File: src/rtl/pipeline_hazard_ctrl.sv
// Hazard sequencer for the 5-stage core: load-use bubbles, branch flushes,
// EX operand forwarding select, HALT drain, and saturating stall/flush counters.
`timescale 1ns/1ps
module pipeline_hazard_ctrl #(
  parameter int CNT_W     = 16,
  parameter int DRAIN_CYC = 3
) (
  input  logic             clk,
  input  logic             reset,
  input  logic             id_valid,
  input  logic [2:0]       id_Rn,
  input  logic [2:0]       id_Rm,
  input  logic             id_uses_rn,
  input  logic             id_uses_rm,
  input  logic             id_halt,
  input  logic [2:0]       ex_Rn,
  input  logic [2:0]       ex_Rm,
  input  logic [2:0]       ex_Rd,
  input  logic             ex_w,
  input  logic             ex_load,
  input  logic             ex_branch_taken,
  input  logic [2:0]       mem_Rd,
  input  logic             mem_w,
  input  logic [2:0]       wb_Rd,
  input  logic             wb_w,
  output logic             pc_en,
  output logic             pc_sel,
  output logic             if_id_en,
  output logic             if_id_flush,
  output logic             id_ex_flush,
  output logic [1:0]       fwd_a,
  output logic [1:0]       fwd_b,
  output logic             halted,
  output logic [CNT_W-1:0] stall_cnt,
  output logic [CNT_W-1:0] flush_cnt
);

  typedef enum logic [1:0] {RUN, DRAIN, HALTED} state_t;

  localparam int DW = (DRAIN_CYC > 1) ? $clog2(DRAIN_CYC) : 1;
  localparam logic [DW-1:0] DRAIN_INIT = DW'(DRAIN_CYC - 1);

  state_t           state_q, state_d;
  logic [DW-1:0]    drain_q, drain_d;
  logic [CNT_W-1:0] stall_cnt_q, stall_cnt_d;
  logic [CNT_W-1:0] flush_cnt_q, flush_cnt_d;
  logic             load_use;
  logic             stall_inc;
  logic             flush_inc;

  // Operand 0 is EX source A (Rn), operand 1 is EX source B (Rm); MEM wins over WB.
  logic [1:0][2:0] ex_src;
  logic [1:0][1:0] fwd_sel;

  assign ex_src = {ex_Rm, ex_Rn};

  generate
    for (genvar gi = 0; gi < 2; gi++) begin : g_fwd
      assign fwd_sel[gi] = (mem_w && (mem_Rd == ex_src[gi])) ? 2'b01 :
                           (wb_w  && (wb_Rd  == ex_src[gi])) ? 2'b10 : 2'b00;
    end
  endgenerate

  assign load_use = ex_load && ex_w && id_valid &&
                    ((id_uses_rn && (id_Rn == ex_Rd)) ||
                     (id_uses_rm && (id_Rm == ex_Rd)));

  always_comb begin
    state_d     = state_q;
    drain_d     = drain_q;
    stall_inc   = 1'b0;
    flush_inc   = 1'b0;
    pc_en       = 1'b0;
    pc_sel      = 1'b0;
    if_id_en    = 1'b0;
    if_id_flush = 1'b0;
    id_ex_flush = 1'b0;
    halted      = 1'b0;
    fwd_a       = fwd_sel[0];
    fwd_b       = fwd_sel[1];

    unique case (state_q)
      RUN: begin
        if (ex_branch_taken) begin
          // The ID instruction is squashed, so its hazards and HALT don't matter.
          pc_en       = 1'b1;
          pc_sel      = 1'b1;
          if_id_en    = 1'b1;
          if_id_flush = 1'b1;
          id_ex_flush = 1'b1;
          flush_inc   = 1'b1;
        end else if (load_use) begin
          id_ex_flush = 1'b1;
          stall_inc   = 1'b1;
        end else if (id_valid && id_halt) begin
          if_id_flush = 1'b1;
          id_ex_flush = 1'b1;
          state_d     = DRAIN;
          drain_d     = DRAIN_INIT;
        end else begin
          pc_en    = 1'b1;
          if_id_en = 1'b1;
        end
      end
      DRAIN: begin
        if_id_flush = 1'b1;
        id_ex_flush = 1'b1;
        if (drain_q == '0) begin
          state_d = HALTED;
        end else begin
          drain_d = drain_q - DW'(1);
        end
      end
      HALTED: begin
        halted      = 1'b1;
        if_id_flush = 1'b1;
        id_ex_flush = 1'b1;
      end
      default: begin
        state_d = RUN;
      end
    endcase

    if (reset) begin
      state_d     = RUN;
      drain_d     = '0;
      stall_inc   = 1'b0;
      flush_inc   = 1'b0;
      pc_en       = 1'b0;
      pc_sel      = 1'b0;
      if_id_en    = 1'b0;
      if_id_flush = 1'b1;
      id_ex_flush = 1'b1;
      halted      = 1'b0;
      fwd_a       = 2'b00;
      fwd_b       = 2'b00;
    end
  end

  always_comb begin
    stall_cnt_d = stall_cnt_q;
    flush_cnt_d = flush_cnt_q;
    if (stall_inc && (stall_cnt_q != '1)) stall_cnt_d = stall_cnt_q + CNT_W'(1);
    if (flush_inc && (flush_cnt_q != '1)) flush_cnt_d = flush_cnt_q + CNT_W'(1);
    if (reset) begin
      stall_cnt_d = '0;
      flush_cnt_d = '0;
    end
  end

  always_ff @(posedge clk) begin
    state_q     <= state_d;
    drain_q     <= drain_d;
    stall_cnt_q <= stall_cnt_d;
    flush_cnt_q <= flush_cnt_d;
  end

  assign stall_cnt = stall_cnt_q;
  assign flush_cnt = flush_cnt_q;

endmodule
File: config.mk
export PLATFORM = sky130hd
export DESIGN_NAME = pipeline_hazard_ctrl
export DESIGN_NICKNAME = d
export VERILOG_FILES = /design/src/rtl/pipeline_hazard_ctrl.sv
export SDC_FILE = /design/constraint.sdc
export NUM_CORES = 1
export LEC_CHECK = 0
export ABC_AREA = 1
export CORE_MARGIN = 2
export CORE_UTILIZATION = 25
export DETAILED_ROUTE_END_ITERATION = 16
export SETUP_SLACK_MARGIN = 0.3
export SYNTH_ARGS = -nofsm -noshare
export SYNTH_HDL_FRONTEND = slang
export SYNTH_SLANG_ARGS = --single-unit
export TNS_END_PERCENT = 50
File: constraint.sdc
create_clock -name clk -period 2.8 [get_ports clk]
set_clock_uncertainty 0.1 [all_clocks]
set_input_delay 0.42 -clock clk [delete_from_list [all_inputs] [get_ports clk]]
set_output_delay 0.42 -clock clk [all_outputs]
set_load 0.02 [all_outputs]
### Yosys cells after proc, flatten, opt, wreduce, memory -nomap -nowiden

Index checks and enable logic that the tools add are counted.

* bits in registers: 36
* bits in latches: 0
* bits in writable memories: 0
* bits in read-only memories: 0
* output and inout bits: 42
* logic and storage cells: 81
* memories: 0

* add/sub/neg operators: 3
* multipliers: 0
* div/mod/pow operators: 0
* order comparisons: 0
* equal/unequal tests: 15
* shift-type cells: 0
* mux-type cells: 39
* bitwise operators: 1
* reduce and logical (&&, ||, !) cells: 19

Operator list (number)
* 16-bit by 1-bit adder with 16-bit output, second input constant: 2
* 16-bit inequality test, second input constant: 2
* 2-bit two-way mux: 14
* 1-bit two-way mux: 21
* 3-bit equality test: 6
* 1-bit logical AND: 12
* 2-bit inequality test, second input constant: 5
* 5-bit AND reduction: 2
* 2-bit one-hot mux with 3 select lines: 1
* 2-bit zero test: 2
* 1-bit one-hot mux with 2 select lines: 2
* 2-bit one-hot mux with 2 select lines: 1
* 2-bit by 1-bit equality test with 1-bit output, second input constant: 1
* 2-bit equality test, second input constant: 1
* 2-bit nonzero test: 1
* 2-bit OR reduction: 1
* 2-bit by 1-bit subtractor with 2-bit output, second input constant: 1
* 1-bit logical OR: 1
* 1-bit NOT: 1

### Depth between registers and ports, before layout

Gate-level depths: netlist (run 1).

* depth after elaboration: 9
* mapped depth: 12
* depth with buffers taken out: 11

### Worst setup path after synthesis (run 1)

OpenSTA, ideal clock, no wires.

* path type: input to output
* start: in id_Rm[0]
* end: out pc_en
* arrival time: 1.519 ns
* required time: 2.280 ns
* path slack: 0.761 ns
* stages: 10
* path through: inv_1 > nand2_1 > nand2_1 > nor2_1 > nand2_1 > nand2_4 > nand2_1 > nand2_1 > a21oi_1 > buf_4

* word-level cells in the longest chain between the ends: 8

RTL lines
* start: declaration: RTL line 12 `input logic [2:0] id_Rm,`
* 3-bit equality test: RTL line 66 `(id_uses_rm && (id_Rm == ex_Rd)));`
* 1-bit logical AND: RTL line 66
* 1-bit logical OR: RTL line 65 `((id_uses_rn && (id_Rn == ex_Rd)) ||`
* 1-bit logical AND: RTL line 64 `assign load_use = ex_load && ex_w && id_valid &&`
* 1-bit two-way mux (4 in a row)
* end: declaration: RTL line 26 `output logic pc_en,`

No other way between the ends.

### Final worst setup path (run 1)

* start: in ex_Rd[0]
* end: out pc_en

* word-level cells in the longest chain between the ends: 8
* elaborated cells between the ends (all ways): 10

RTL lines
* start: declaration: RTL line 18 `input logic [2:0] ex_Rd,`
* 3-bit equality test (on tied branches): RTL line 65, 66
* 1-bit logical AND (on tied branches): RTL line 65, 66
* 1-bit logical OR (*): RTL line 65
* 1-bit logical AND (*): RTL line 64
* 1-bit two-way mux (*): RTL line 92 `end else if (load_use) begin`
* 1-bit two-way mux (*): RTL line 84 `if (ex_branch_taken) begin`
* 1-bit two-way mux (*): RTL line 82 `unique case (state_q)`
* 1-bit two-way mux (*): RTL line 124 `if (reset) begin`

Mark *: on every way between the ends. The rest lies on a longest branch, timed or not.

==> impl_metrics.csv, run 1 <==
group,metric,value,unit
sta,final-hold-violation-count,0,
cts,cts_hold_buf,0,
floorplan,die_area,0.0108,mm^2
place,io_buffers,73,
synth,synth_cell_types,40,
cts,cts.sinks,36,
sta,max-slew-margin-rel,77.6,%
global_route,gr-total-overflow,0,
global_route,grt_pass1_wl,11.0,mm
worst_setup_path,slowest_delay,0.49,ns
floorplan,coreArea,0.00973,mm^2
cts,cts_tree,"built",
global_route,grt.total_usage,12.0,%
pwr,total_power,1270,uW
worst_setup_path,path_cells,"clkdlybuf4s50_1 -> inv_1 -> nor2_1 -> nor2_1 -> nand2_1 -> nand2_4 -> nand2_1 -> nand2_1 -> a21oi_1 -> clkdlybuf4s15_2",
cts,postCtsSetupRepairBufs,0,
routing,dr.pass1.iters,4,
sta,setup_viol,0,
global_route,grt_max_degree,19,
worst_setup_path,path_buf_inv,3,
place,dpl.hpwl,4.97,mm
finish,area_growth,39.9,%
synth,syn-cell-area,0.00249,mm^2
finish,multi_input_area,0.00154,mm^2
cts,cts_max_path_buffers,2,
synth,synthArstFlopShare,0,%
finish,fin_nets,500,
pwr,p_per_area,363,mW/mm^2
run_status,status,"finished, final reports clean",
worst_setup_path,critical-path-top-delay-family,"buffers and inverters",
synth,synth-edff-count,0,
floorplan,dieWidth,104,um
global_route,grt_pass1_vias,2495,
run,drv_cap,0,
cts,htreeDepth,2,
finish,num_antenna_cells,0,
pwr,irDropWorstVdd,0.201,mV
routing,wl,6.28,mm
cts,path_clk_slew,0.07,ns
routing,drt-wirelength-per-cell,10.6,um
worst_setup_path,crit_type,"input pin to output port",
synth,ys.flop_type,"dfxtp_1",
worst_setup_path,path_max_fanout,3,
cts,insertion_delay,0.29,ns
synth,synth_most_common_cell,"nand2_1",
finish,stdcell_count,595,
routing,post_drt_via_cell_ratio,4.41,
finish,fillers,1061,
cts,cts_root_buffer,"clkbuf_8",
hold_path,hold_class,"flop to flop",
synth,synth_common_cells,"100 x nand2_1, 54 x nor2_1, 43 x inv_1, 36 x dfxtp_1, 26 x a21oi_1",
synth,synth_fp_nets,421,
routing,drtIter0Drc,73,
worst_setup_path,crit_path_frequent_cell,"nand2_1",
worst_setup_path,endpoint_kind,"output port",
routing,drc,0,
finish,postLayoutCoreUtil,35.8,%
finish,drive_gt1_share,12.6,%
global_route,antenna_found_initial,0,
pwr,leakage,0.00148,uW
sta,layout_min_cycle_time,2.45,ns
floorplan,start_util,25.6,%
synth,netlist_instances,382,
floorplan,die-height,104,um
place,place_congestion,0.784,
routing,drtAntennaViolNets,0,
sta,finalCritPeriodShare,87.5,%
routing,vias,2626,
place,placed_cells,587,
synth,netlist.area_leader.share,28.9,%
floorplan,row_count,36,
worst_setup_path,slowest_stage,"clkdlybuf4s50_1",
sta,slew_violations,0,
sta,grt_setup_unrepaired,"yes",
finish,seq_area,721,um^2
synth,avgSynthCellArea,6.52,um^2
floorplan,design.portCount,74,
synth,synth.area.top_cells,"dfxtp_1 29%, nand2_1 15%, nor2_1 8.1%, inv_1 6.5%, a21oi_1 5.2%",
synth,yosys_warnings,0,
sta,fmax,0.408,GHz
cts,numCtsBuffers,5,
sta,tightest_slew,0.333,ns
synth,yosysSeqAreaShare,28.9,%
worst_setup_path,crit_arrival,1.93,ns
worst_setup_path,required,2.28,ns
worst_setup_path,critPathLaunchType,"input pin",
synth,yosysTopAreaCell,"dfxtp_1",
synth,ys_ff_latch,36,
report_power, final:
| group | switching (uW) | total (uW) | internal, uW |
|---|---|---|---|
| Combinational | 190 | 335 | 146 |
| Clock | 192 | 389 | 197 |
| Sequential | 12.4 | 542 | 529 |
| Total | 394 | 1270 | 872 |
metal layers:
| layer | routed length [um] | vias to the layer above | part of all wire, % | global-route usage, % |
|---|---|---|---|---|
| met4 | 76 | 0 | 1.2 | 3.19 |
| met5 | 0 | - | 0 | 0 |
| li1 | - | 1383 | - | - |
| met3 | 423 | 7 | 6.7 | 3.78 |
| met2 | 2940 | 62 | 47 | 20.7 |
| met1 | 2850 | 1174 | 45 | 14.4 |
cell type report:
class                      count  share of cell area [%]
tap                          133                    4.78
clock buffer                   6                    2.37
timing repair buffer          79                    22.3
clock inverter                 2                   0.287
inverter                      50                    5.49
multi-input combinational    289                    44.1
sequential                    36                    20.7
metrics by stage:
stage / TNS [ns] / instance area [um^2] / setup slack (ns) / hold slack, ns
floorplan: 0 / 2490 / 0.761 / 0.375
global placement: -0.120 / 3380 / -0.0841 / 0.379
finish: 0 / 3480 / 0.350 / 0.388
detailed placement: -0.181 / 3380 / -0.0850 / 0.385
global route: 0 / 3480 / 0.167 / 0.441
CTS: 0 / 3470 / 0.171 / 0.397
registers in the layout (all words and copies together) (netlist names):
register   flops
flush_cnt     16
state_q        2
drain_q        2
stall_cnt     16
kinds of logic (layout without fill, tap and decap cells):
family | count (synthesis) | in the layout | share of synthesized area [%]
flops | 36 | 36 | 28.9
compound gates | 44 | 44 | 10.0
simple gates | 229 | 229 | 44.7
fa+ha+maj | 7 | 7 | 3.52
buf+inv | 57 | 137 | 9.65
xor+xnor | 9 | 9 | 3.17
layout by cell type (no fill, tap or decap), types with 4 or more instances in the layout:
master / count
a21oi_1: 26
and3_1: 4
buf_4: 7
clkbuf_8: 6
clkdlybuf4s50_1: 65
dfxtp_1: 36
ha_1: 6
inv_1: 43
inv_2: 5
nand2_1: 100
nand2_4: 4
nand3_1: 23
nand3_2: 4
nand4_1: 6
nor2_1: 54
nor2_2: 6
nor2_4: 4
nor3_1: 6
o21ai_0: 6
o21bai_1: 4
xnor2_1: 5
xor2_1: 4
what timing repair did:
| action | 4_1_cts | 5_1_grt |
|---|---|---|
| endpoints found under the setup margin | 8 | 8 |
| pin swaps | 0 | 0 |
| resized for setup | 13 | 9 |
worst reg2reg max path, delay by kind of cell (launching register included):
| kind | cells | cell delay (ns) |
|---|---|---|
| compound gates | 1 | 0.16 |
| fa+ha+maj | 1 | 0.22 |
| buf+inv | 2 | 0.18 |
| flops | 1 | 0.42 |
| simple gates | 6 | 0.61 |
path summary, 6_finish.rpt:
kind | depth (start not counted) | startpoint | slack [ns] | endpoint
setup / recovery | 10 | ex_Rd[0] | 0.35 | pc_en
hold / removal | 2 | flush_cnt[2] | 0.39 | flush_cnt[2]
setup reg to reg | 10 | stall_cnt[0] | 1.01 | stall_cnt[1]
hold reg to reg | 2 | flush_cnt[2] | 0.39 | flush_cnt[2]
No activity file was read; power rests on OpenSTA's default activity.
==> inputs of run 2 (changes only) <==
--- a/config.mk
+++ b/config.mk
@@ -6,6 +6,7 @@
 export NUM_CORES = 1
 export LEC_CHECK = 0
 export ABC_AREA = 1
+export CORE_ASPECT_RATIO = 0.9
 export CORE_MARGIN = 2
 export CORE_UTILIZATION = 25
 export DETAILED_ROUTE_END_ITERATION = 16
==> run 2 against run 1 <==
Register-to-register slack got worse by 0.13 ns. Hold slack barely moved. Flip-flop and latch count did not move. Via count fell by 0.76%. Final cell count fell by 1.0%. Critical path type unchanged. Critical endpoint is now if_id_en. Largest cell class unchanged.
==> impl_metrics.csv, run 2 (synthesized netlist as in run 1, its figures left out) <==
group,metric,value,unit
global_route,grt_max_degree,20,
hold_path,whs_path_depth,2,
sta,finalCritPeriodShare,88.4,%
pwr,p_per_area,361,mW/mm^2
worst_setup_path,reg2reg_to,"stall_cnt[1]",
cts,cts.sinks,36,
worst_setup_path,crit_path_frequent_cell,"nand2_1",
run,drv_cap,0,
floorplan,dieWidth,109,um
place,place_ws,-0.122,ns
hold_path,hold_class,"flop to flop",
routing,dr.pass1.iters,4,
run_status,status,"finished, final reports clean",
floorplan,die-height,98.7,um
cts,insertion_delay,0.29,ns
global_route,antenna_found_initial,0,
cts,path_clk_slew,0.07,ns
pwr,intPower,854,uW
cts,cts_max_path_buffers,2,
place,placed_cells,581,
worst_setup_path,path_cells,"clkdlybuf4s50_1 -> inv_1 -> nor2_1 -> nor2_1 -> nand2_1 -> nand2_4 -> nand2_1 -> nand2_1 -> a21oi_1 -> buf_4 -> clkdlybuf4s15_2",
routing,vias,2606,
finish,layout.cells.most_common,"nand2_1",
floorplan,coreArea,0.00970,mm^2
pwr,swShare,32.0,%
routing,drtAntennaViolNets,0,
place,place_congestion,0.781,
finish,num_antenna_cells,0,
pwr,irDropWorstVdd,0.178,mV
worst_setup_path,crit_arrival,1.95,ns
pwr,total_power,1260,uW
hold_path,holdPathEnd,"flush_cnt[2]",
pwr,leakage,0.00148,uW
worst_setup_path,path_max_fanout,3,
finish,layout_common_cells,"100 x nand2_1, 65 x clkdlybuf4s50_1, 54 x nor2_1, 43 x inv_1, 36 x dfxtp_1",
global_route,grt_pass1_wl,11.0,mm
global_route,grt.total_usage,12.3,%
routing,post_drt_via_cell_ratio,4.42,
pwr,switchingPower,403,uW
finish,stdcell_count,589,
sta,grt_setup_unrepaired,"yes",
sta,tightest_slew,0.341,ns
routing,wl,6.29,mm
sta,layout_min_cycle_time,2.47,ns
worst_setup_path,path_buf_inv,4,
floorplan,start_util,25.7,%
cts,ctsResizeCount,13,
worst_setup_path,critPathLaunchType,"input pin",
worst_setup_path,r2r-start,"stall_cnt[0]",
floorplan,design.portCount,74,
place,dpl.hpwl,4.96,mm
cts,cts_hold_buf,0,
worst_setup_path,required,2.28,ns
sta,fmax,0.404,GHz
worst_setup_path,critical-path-top-delay-family,"buffers and inverters",
finish,stdcell_area,0.00348,mm^2
routing,drt-wirelength-per-cell,10.7,um
worst_setup_path,slowest_stage,"clkdlybuf4s50_1",
worst_setup_path,ff2ff_setup_slack,0.88,ns
pwr,pwr-share-comb,27.0,%
finish,fin_nets,501,
cts,numCtsBuffers,5,
sta,setup_viol,0,
finish,drive_gt1_share,12.5,%
routing,drc,0,
sta,final-hold-violation-count,0,
sta,slew_violations,0,
worst_setup_path,reg2reg_depth,10,
cts,cts_root_buffer,"clkbuf_8",
floorplan,row_count,34,
place,place_area,0.00338,mm^2
cts,htreeDepth,2,
pwr,p_seq_share,43.2,%
place,io_buffers,73,
global_route,gr-total-overflow,0,
sta,finalWorstSetupSlack,0.325,ns
global_route,grt_pass1_vias,2473,
worst_setup_path,crit_type,"input pin to output port",
sta,max-slew-margin-rel,77.0,%
finish,area_growth,39.7,%
pwr,clkPwrFrac,29.8,%
worst_setup_path,endpoint_kind,"output port",
routing,drtIter0Drc,92,
hold_path,min_from,"flush_cnt[2]",
cts,cts_tree,"built",
worst_setup_path,slowest_delay,0.50,ns
cts,postCtsSetupRepairBufs,0,
floorplan,die_area,0.0108,mm^2
==> run 2: area by class of cell <==
type	count	area, um^2
fillers	1053	6220
multi-input cells	289	1530
repair buffers	80	788
flip-flops and latches	36	721
inverters	50	191
well taps	126	158
clock buffers	5	68.8
clock inverters	3	18.8
==> run 2: metrics by stage <==
step / hold slack (ns) / TNS, ns / utilization [%]
after floorplan: 0.375 / 0 / -
after global routing: 0.432 / 0 / 35.9
after global placement: 0.383 / -0.175 / 34.9
after detailed placement: 0.388 / -0.201 / 34.9
after CTS: 0.399 / 0 / 35.8
final: 0.389 / 0 / 35.9
==> run 2: how the worst max path moves through the flow <==
stage / startpoint / end / slack (ns) / depth (start not counted)
floorplan: id_Rm[0] / pc_en / 0.76 / 10
global placement: ex_Rd[1] / id_ex_flush / -0.12 / 12
detailed placement: ex_Rd[1] / id_ex_flush / -0.12 / 12
CTS: ex_Rd[1] / id_ex_flush / 0.17 / 12
global route: ex_Rd[1] / if_id_flush / 0.13 / 13
finish: ex_Rd[0] / if_id_en / 0.33 / 11
==> run 2: worst reg2reg max path: stages (launching register included) <==
cell and delay (ns):
dfxtp_1 0.42, ha_1 0.22, nand2_1 0.09, inv_1 0.08, nand2_1 0.07, nor2_2 0.15
nand2_1 0.14, nand4_2 0.20, inv_2 0.11, o21ai_0 0.18, nor2_1 0.06
==> run 2: power by group through the flow <==
stage	combinational, uW	sequential, uW	clock (uW)
3_3_place_gp	341	554	0
4_1_cts	342	543	394
2_1_floorplan	202	560	0
3_5_place_dp	346	555	0
5_1_grt	383	546	416
6_report	339	543	375
==> run 2: per-layer routing <==
layer | track usage, % | part of all wire, % | vias up
li1 | - | - | 1381
met1 | 15.7 | 48 | 1176
met3 | 3.44 | 6.2 | 2
met4 | 1.75 | 0.33 | 0
met5 | 0 | 0 | -
met2 | 21.0 | 45 | 47
==> inputs of run 3 (changes only) <==
--- a/config.mk
+++ b/config.mk
@@ -6,6 +6,7 @@
 export NUM_CORES = 1
 export LEC_CHECK = 0
 export ABC_AREA = 1
+export CAP_MARGIN = 25
 export CORE_ASPECT_RATIO = 0.9
 export CORE_MARGIN = 2
 export CORE_UTILIZATION = 25
==> results of run 3 <==
Final layout, timing and power as in run 2 (identical DEF).
